<file path="config.mk">
export PLATFORM = sky130hd
export DESIGN_NAME = fifo_wr_arbiter_flat
export DESIGN_NICKNAME = d
export VERILOG_FILES = /design/src/rtl/fifo_wr_arbiter_if.sv /design/src/rtl/fifo_wr_arbiter.sv /design/src/flat_wrapper.sv
export SDC_FILE = /design/constraint.sdc
export NUM_CORES = 1
export LEC_CHECK = 0
export ABC_AREA = 0
export CAP_MARGIN = 20
export CORE_MARGIN = 4
export CORE_UTILIZATION = 42
export DETAILED_ROUTE_END_ITERATION = 10
export PLACE_DENSITY_LB_ADDON = 0.15
export SYNTH_ARGS = -nofsm -noshare
export SYNTH_HDL_FRONTEND = slang
export SYNTH_SLANG_ARGS = --single-unit
</file>
<file path="constraint.sdc">
create_clock -name clk -period 2.73 [get_ports clk]
set_input_delay 0.546 -clock clk [delete_from_list [all_inputs] [get_ports clk]]
set_output_delay 0.546 -clock clk [all_outputs]
set_load 0.05 [all_outputs]
</file>
<file path="src/rtl/fifo_wr_arbiter_if.sv">
// Requester-side and FIFO-push-side signals of the write-port arbiter.
// The arbiter connects through the slave modport; whatever drives the
// requesters and models the FIFO uses the master modport.
interface fifo_wr_arbiter_if #(
    parameter int N_REQ      = 4,
    parameter int DATA_WIDTH = 8
);
    logic [N_REQ-1:0]            req_valid;
    logic [N_REQ*DATA_WIDTH-1:0] req_data;
    logic [N_REQ-1:0]            req_ready;
    logic                        fifo_full;
    logic                        fifo_push;
    logic [DATA_WIDTH-1:0]       fifo_data_in;

    modport master (
        output req_valid,
        output req_data,
        output fifo_full,
        input  req_ready,
        input  fifo_push,
        input  fifo_data_in
    );

    modport slave (
        input  req_valid,
        input  req_data,
        input  fifo_full,
        output req_ready,
        output fifo_push,
        output fifo_data_in
    );
endinterface

</file>
<file path="src/rtl/fifo_wr_arbiter.sv">
// Round-robin write-port arbiter sharing one FIFO push port among N_REQ
// valid/ready requesters. A grant lasts up to MAX_BURST words, ends early
// when the owner drops valid, and stalls (without timeout) while the FIFO
// is full. Every burst is preceded by one IDLE arbitration cycle.
module fifo_wr_arbiter #(
    parameter int N_REQ      = 4,
    parameter int DATA_WIDTH = 8,
    parameter int MAX_BURST  = 4,
    parameter int CNT_WIDTH  = 16
) (
    input  logic                     clk,
    input  logic                     rst,
    fifo_wr_arbiter_if.slave         bus,
    output logic [$clog2(N_REQ)-1:0] grant_id,
    output logic                     busy,
    output logic [CNT_WIDTH-1:0]     push_count
);

    localparam int GW = $clog2(N_REQ);
    localparam int BW = (MAX_BURST > 1) ? $clog2(MAX_BURST) : 1;
    localparam logic [GW-1:0] LAST_REQ  = GW'(N_REQ - 1);
    localparam logic [BW-1:0] LAST_BEAT = BW'(MAX_BURST - 1);

    typedef enum logic {
        IDLE,
        BURST
    } state_t;

    state_t               state_q, state_d;
    logic [GW-1:0]        grant_q, grant_d;
    logic [GW-1:0]        rr_ptr_q, rr_ptr_d;
    logic [BW-1:0]        beat_q, beat_d;
    logic [CNT_WIDTH-1:0] push_cnt_q;

    logic                  any_valid;
    logic [GW-1:0]         winner;
    logic                  grant_valid;
    logic [DATA_WIDTH-1:0] grant_data;
    logic [GW-1:0]         next_ptr;
    logic                  in_burst;

    // Requester index 'off' positions after 'base', wrapping at N_REQ.
    function automatic logic [GW-1:0] rr_index(input logic [GW-1:0] base, input int off);
        int sum;
        sum = int'(base) + off;
        if (sum >= N_REQ) begin
            sum = sum - N_REQ;
        end
        return GW'(sum);
    endfunction

    assign in_burst = (state_q == BURST);
    assign next_ptr = (grant_q == LAST_REQ) ? '0 : grant_q + GW'(1);

    // Round-robin search: scanning offsets downward leaves the lowest valid offset from rr_ptr.
    always_comb begin
        // NOTE: every always_comb output gets a default first so no path leaves it unassigned (no latch).
        any_valid = 1'b0;
        winner    = '0;
        for (int off = N_REQ - 1; off >= 0; off--) begin
            if (bus.req_valid[rr_index(rr_ptr_q, off)]) begin
                any_valid = 1'b1;
                winner    = rr_index(rr_ptr_q, off);
            end
        end
    end

    // Select the granted requester's valid and data, and drive the handshake outputs.
    always_comb begin
        grant_valid      = 1'b0;
        grant_data       = '0;
        bus.req_ready    = '0;
        bus.fifo_push    = 1'b0;
        for (int i = 0; i < N_REQ; i++) begin
            if (grant_q == GW'(i)) begin
                grant_valid = bus.req_valid[i];
                grant_data  = bus.req_data[i*DATA_WIDTH +: DATA_WIDTH];
            end
        end
        bus.fifo_data_in = grant_data;
        if (!rst && in_burst) begin
            for (int i = 0; i < N_REQ; i++) begin
                bus.req_ready[i] = (grant_q == GW'(i)) && !bus.fifo_full;
            end
            bus.fifo_push = grant_valid && !bus.fifo_full;
        end
    end

    // Next-state logic: arbitrate in IDLE, count beats and release the grant in BURST.
    always_comb begin
        state_d  = state_q;
        grant_d  = grant_q;
        beat_d   = beat_q;
        rr_ptr_d = rr_ptr_q;
        case (state_q)
            IDLE: begin
                if (any_valid) begin
                    grant_d = winner;
                    beat_d  = '0;
                    state_d = BURST;
                end
            end
            BURST: begin
                if (!grant_valid) begin
                    state_d  = IDLE;
                    rr_ptr_d = next_ptr;
                end else if (!bus.fifo_full) begin
                    if (beat_q == LAST_BEAT) begin
                        state_d  = IDLE;
                        rr_ptr_d = next_ptr;
                    end else begin
                        beat_d = beat_q + BW'(1);
                    end
                end
            end
            default: state_d = IDLE;
        endcase
    end

    // State, grant, pointer, beat and push-counter registers with synchronous reset.
    always_ff @(posedge clk) begin
        // NOTE: sequential state uses non-blocking assignments so all registers update together.
        if (rst) begin
            state_q    <= IDLE;
            grant_q    <= '0;
            rr_ptr_q   <= '0;
            beat_q     <= '0;
            push_cnt_q <= '0;
        end else begin
            state_q  <= state_d;
            grant_q  <= grant_d;
            rr_ptr_q <= rr_ptr_d;
            beat_q   <= beat_d;
            if (bus.fifo_push) begin
                push_cnt_q <= push_cnt_q + CNT_WIDTH'(1);
            end
        end
    end

    assign grant_id   = grant_q;
    assign busy       = in_burst;
    assign push_count = push_cnt_q;

endmodule

</file>
<file path="src/flat_wrapper.sv">
// flat-port wrapper written by rule: the top's interface ports become plain ports
module fifo_wr_arbiter_flat 
#(
    parameter int N_REQ      = 4,
    parameter int DATA_WIDTH = 8,
    parameter int MAX_BURST  = 4,
    parameter int CNT_WIDTH  = 16
)
  (clk, rst, grant_id, busy, push_count, bus_req_valid, bus_req_data, bus_fifo_full, bus_req_ready, bus_fifo_push, bus_fifo_data_in);
  fifo_wr_arbiter_if #(.N_REQ(N_REQ), .DATA_WIDTH(DATA_WIDTH)) bus_i ();
  input  logic clk;
  input  logic rst;
  output logic [$clog2(N_REQ)-1:0] grant_id;
  output logic busy;
  output logic [CNT_WIDTH-1:0] push_count;
  input wire logic [$bits(bus_i.req_valid)-1:0] bus_req_valid;
  input wire logic [$bits(bus_i.req_data)-1:0] bus_req_data;
  input wire logic [$bits(bus_i.fifo_full)-1:0] bus_fifo_full;
  output wire logic [$bits(bus_i.req_ready)-1:0] bus_req_ready;
  output wire logic [$bits(bus_i.fifo_push)-1:0] bus_fifo_push;
  output wire logic [$bits(bus_i.fifo_data_in)-1:0] bus_fifo_data_in;
  assign bus_i.req_valid = bus_req_valid;
  assign bus_i.req_data = bus_req_data;
  assign bus_i.fifo_full = bus_fifo_full;
  assign bus_req_ready = bus_i.req_ready;
  assign bus_fifo_push = bus_i.fifo_push;
  assign bus_fifo_data_in = bus_i.fifo_data_in;
  fifo_wr_arbiter #(.N_REQ(N_REQ), .DATA_WIDTH(DATA_WIDTH), .MAX_BURST(MAX_BURST), .CNT_WIDTH(CNT_WIDTH)) u_core (.clk(clk), .rst(rst), .bus(bus_i), .grant_id(grant_id), .busy(busy), .push_count(push_count));
endmodule
</file>
==> flow_summary.json <==
{
  "max_slew_margin_pct": 66.2,
  "crit_path_end_kind": "output port",
  "fp.dieW_microns": 70.0,
  "n_antenna_cell": 0,
  "path_delay_family": "buffers and inverters",
  "h-tree-depth": 1,
  "dieArea_sq_um": 4900,
  "wl_per_cell_microns": 14.4,
  "num_vias": 1827,
  "power.density_nw_per_um2": 455,
  "drt_iter0_markers": 86,
  "whs_ps": 467,
  "fin_crit_sh_pct": 93.0,
  "grt.busiest_layer": "met2",
  "post-cts-setup-buffers": 0,
  "use_met2_pct": 32.1,
  "post-route-util_pct": 69.8,
  "antenna_found_initial": 0,
  "critPathMaxFanout": 13,
  "ctsResizeCount": 0,
  "grt_max_degree": 30,
  "postRouteAntennaNets": 0,
  "post_drt_via_cell_ratio": 5.55,
  "status": "finished clean",
  "syn_inst": 211,
  "track_usage_pct": 18.2,
  "max_freq_mhz": 394,
  "initial_core_util_pct": 43.8,
  "synthDominantCellAreaShare_pct": 28.5,
  "clk_latency_ps": 270,
  "setup-tns-final_ps": 0,
  "fin_skew_ps": 9.34,
  "synth_fp_nets": 256,
  "grt_pass1_wl_mm": 7.53,
  "hp-class": "register to register",
  "design.core.area_sq_um": 3690,
  "synthTopCellsByArea": "dfxtp_1, a21oi_1, nand2_1",
  "place.gp.congestion": 0.782,
  "cts_sinks": 23,
  "critPathMaxStageDelay_ps": 420,
  "grt_pass1_vias": 1657,
  "leakage_nw": 0.896,
  "startpoint_type": "register",
  "groute.layer.met3.usage_pct": 3.88,
  "syn2layout_area_growth_pct": 59.4,
  "yosysTopAreaCell": "dfxtp_1",
  "finalMaxSlewViolations": 0,
  "crit_type": "register to output port",
  "io_buffer_count": 70,
  "ys_seq_area_share_pct": 28.5,
  "fillers": 311,
  "critPathSlowestCell": "dfxtp_1",
  "cts_tree": "built",
  "critical_path_buf_inv_count": 3,
  "drt_first_pass_iters": 4,
  "ir_drop_uv": 444,
  "synthesis.area_sq_um": 1620,
  "dp_hpwl_mm": 3.68,
  "num_rows": 22,
  "ctsRootBufferMaster": "clkbuf_8",
  "critPathArrivalTime_ps": 1990,
  "finalHoldViolations": 0,
  "path_common_cell": "a21oi_1",
  "drive_above_1_share_pct": 11.7,
  "overflow": 0,
  "fin_ws_ps": 191,
  "multiInputGateArea_sq_um": 1060,
  "grt.met1_usage_pct": 23.3,
  "setup_violations": 0,
  "synth_warnings": 0,
  "place_ws_ps": 165,
  "register_area_sq_um": 460,
  "fp.dieH_microns": 70.0,
  "postCtsHoldBufs": 0,
  "cts_buffers": 3,
  "required_ps": 2180,
  "maxCapViolCount": 0,
  "io_pins": 71,
  "clk_pin_slew_worst_paths_ps": 90,
  "ys_ff_latch": 23,
  "clockBufferDepth": 2,
  "wirelength_mm": 4.74,
  "avgSynthCellArea_sq_um": 7.66,
  "tightest_slew_ps": 506,
  "min_period_ps": 2540,
  "num-nets-final": 327,
  "post-route-drc-count": 0,
  "ys_types": 41,
  "crit_chain": "inv_1 -> ha_1 -> buf_4 -> nand3b_1 -> a21oi_1 -> a21oi_1 -> o21ai_1 -> buf_12",
  "rsz0062_at_grt": "false"
}
-- worst reg2reg max path, delay by kind of cell (launching register included) --
family	cells	cell delay (ps)
buffers and inverters	2	320
adders and majority gates	1	370
DFF	1	370
and+or+nand+nor	2	630
AOI/OAI and AO/OA	2	570
-- cells in the mapped netlist (all sizes together) --
| cell | instances |
|---|---|
| nor4 | 1 |
| nand3 | 5 |
| o21ai | 15 |
| o21bai | 1 |
| and3 | 2 |
| or3 | 4 |
| o2111ai | 1 |
| and2 | 6 |
| a21boi | 1 |
| a211o | 1 |
| o31ai | 8 |
| inv | 8 |
| mux2 | 1 |
| buf | 10 |
| or2 | 1 |
| nor2 | 3 |
| a31oi | 1 |
| o41ai | 4 |
| nand2b | 4 |
| o211ai | 1 |
| nand2 | 24 |
| nand4 | 6 |
| o221ai | 2 |
| o21a | 2 |
| dfxtp | 23 |
| o311ai | 6 |
| a21oi | 32 |
| mux2i | 1 |
| nor2b | 4 |
| and4 | 1 |
| or4 | 9 |
| nand3b | 9 |
| a211oi | 1 |
| ha | 6 |
| nor3b | 2 |
| nor3 | 1 |
| clkbuf | 4 |
-- layout make-up --
cell class	instances	area share, %
Clock buffer	3	1.60
Multi-Input combinational cell	166	41.2
Sequential cell	23	17.9
Clock inverter	1	0.194
Tap cell	48	2.33
Inverter	8	1.17
Timing Repair Buffer	80	35.7
-- power by group --
| part | switching [mW] | internal, mW | total [mW] |
|---|---|---|---|
| registers | 0.0145 | 0.347 | 0.361 |
| logic | 0.320 | 0.273 | 0.593 |
| clock network | 0.115 | 0.102 | 0.217 |
-- kinds of logic after synthesis --
| kind of cell | count (synthesis) | share of synthesized area, % |
|---|---|---|
| buffers and inverters | 22 | 6.58 |
| and+or+nand+nor | 82 | 29.9 |
| DFF | 23 | 28.5 |
| adders and majority gates | 6 | 4.65 |
| AOI/OAI and AO/OA | 76 | 29.0 |
| muxes | 2 | 1.32 |
-- per-layer routing --
layer	part of all wire, %	wire, microns
met1	44	2100
met2	51	2440
met3	4.0	189
met4	0.21	10
met5	0	0
-- state kept, by name (all words and copies together), names as in the netlist --
signal	cells
u_core.beat_q	2
u_core.busy	1
u_core.grant_id	2
u_core.rr_ptr_q	2
u_core.push_count	16
-- cells in the final DEF (no fill, tap or decap), drive strengths merged, types with 2 or more instances in the layout --
master,n
a21oi,32
and2,6
and3,2
buf,23
clkbuf,3
clkdlybuf4s50,57
dfxtp,23
ha,6
inv,8
nand2,24
nand2b,4
nand3,5
nand3b,9
nand4,6
nor2,3
nor2b,4
nor3b,2
o21a,2
o21ai,15
o221ai,2
o311ai,6
o31ai,8
o41ai,4
or3,4
or4,9
-- stage by stage --
| step | cell area (sq um) | std cells | total power, mW |
|---|---|---|---|
| floorplan | 1630 | 211 | 0.699 |
| global placement | 2530 | 325 | 0.957 |
| detailed placement | 2530 | 325 | 0.963 |
| CTS | 2570 | 329 | 1.18 |
| global route | 2570 | 329 | 1.22 |
| finish | 2570 | 329 | 1.17 |
-- path summary, 6_finish.rpt --
path	start	to	slack, ps	cells past startpoint
worst max register to register	u_core.grant_id[0]$_SDFFE_PP0P_	u_core.push_count[9]$_SDFFE_PP0P_	390	7
worst min register to register	u_core.push_count[15]$_SDFFE_PP0P_	u_core.push_count[15]$_SDFFE_PP0P_	470	1
worst max-delay path	u_core.grant_id[1]$_SDFFE_PP0P_	bus_fifo_data_in[7]	190	8
worst min-delay path	u_core.push_count[15]$_SDFFE_PP0P_	u_core.push_count[15]$_SDFFE_PP0P_	470	1
No activity file was read; power rests on OpenSTA's default activity.
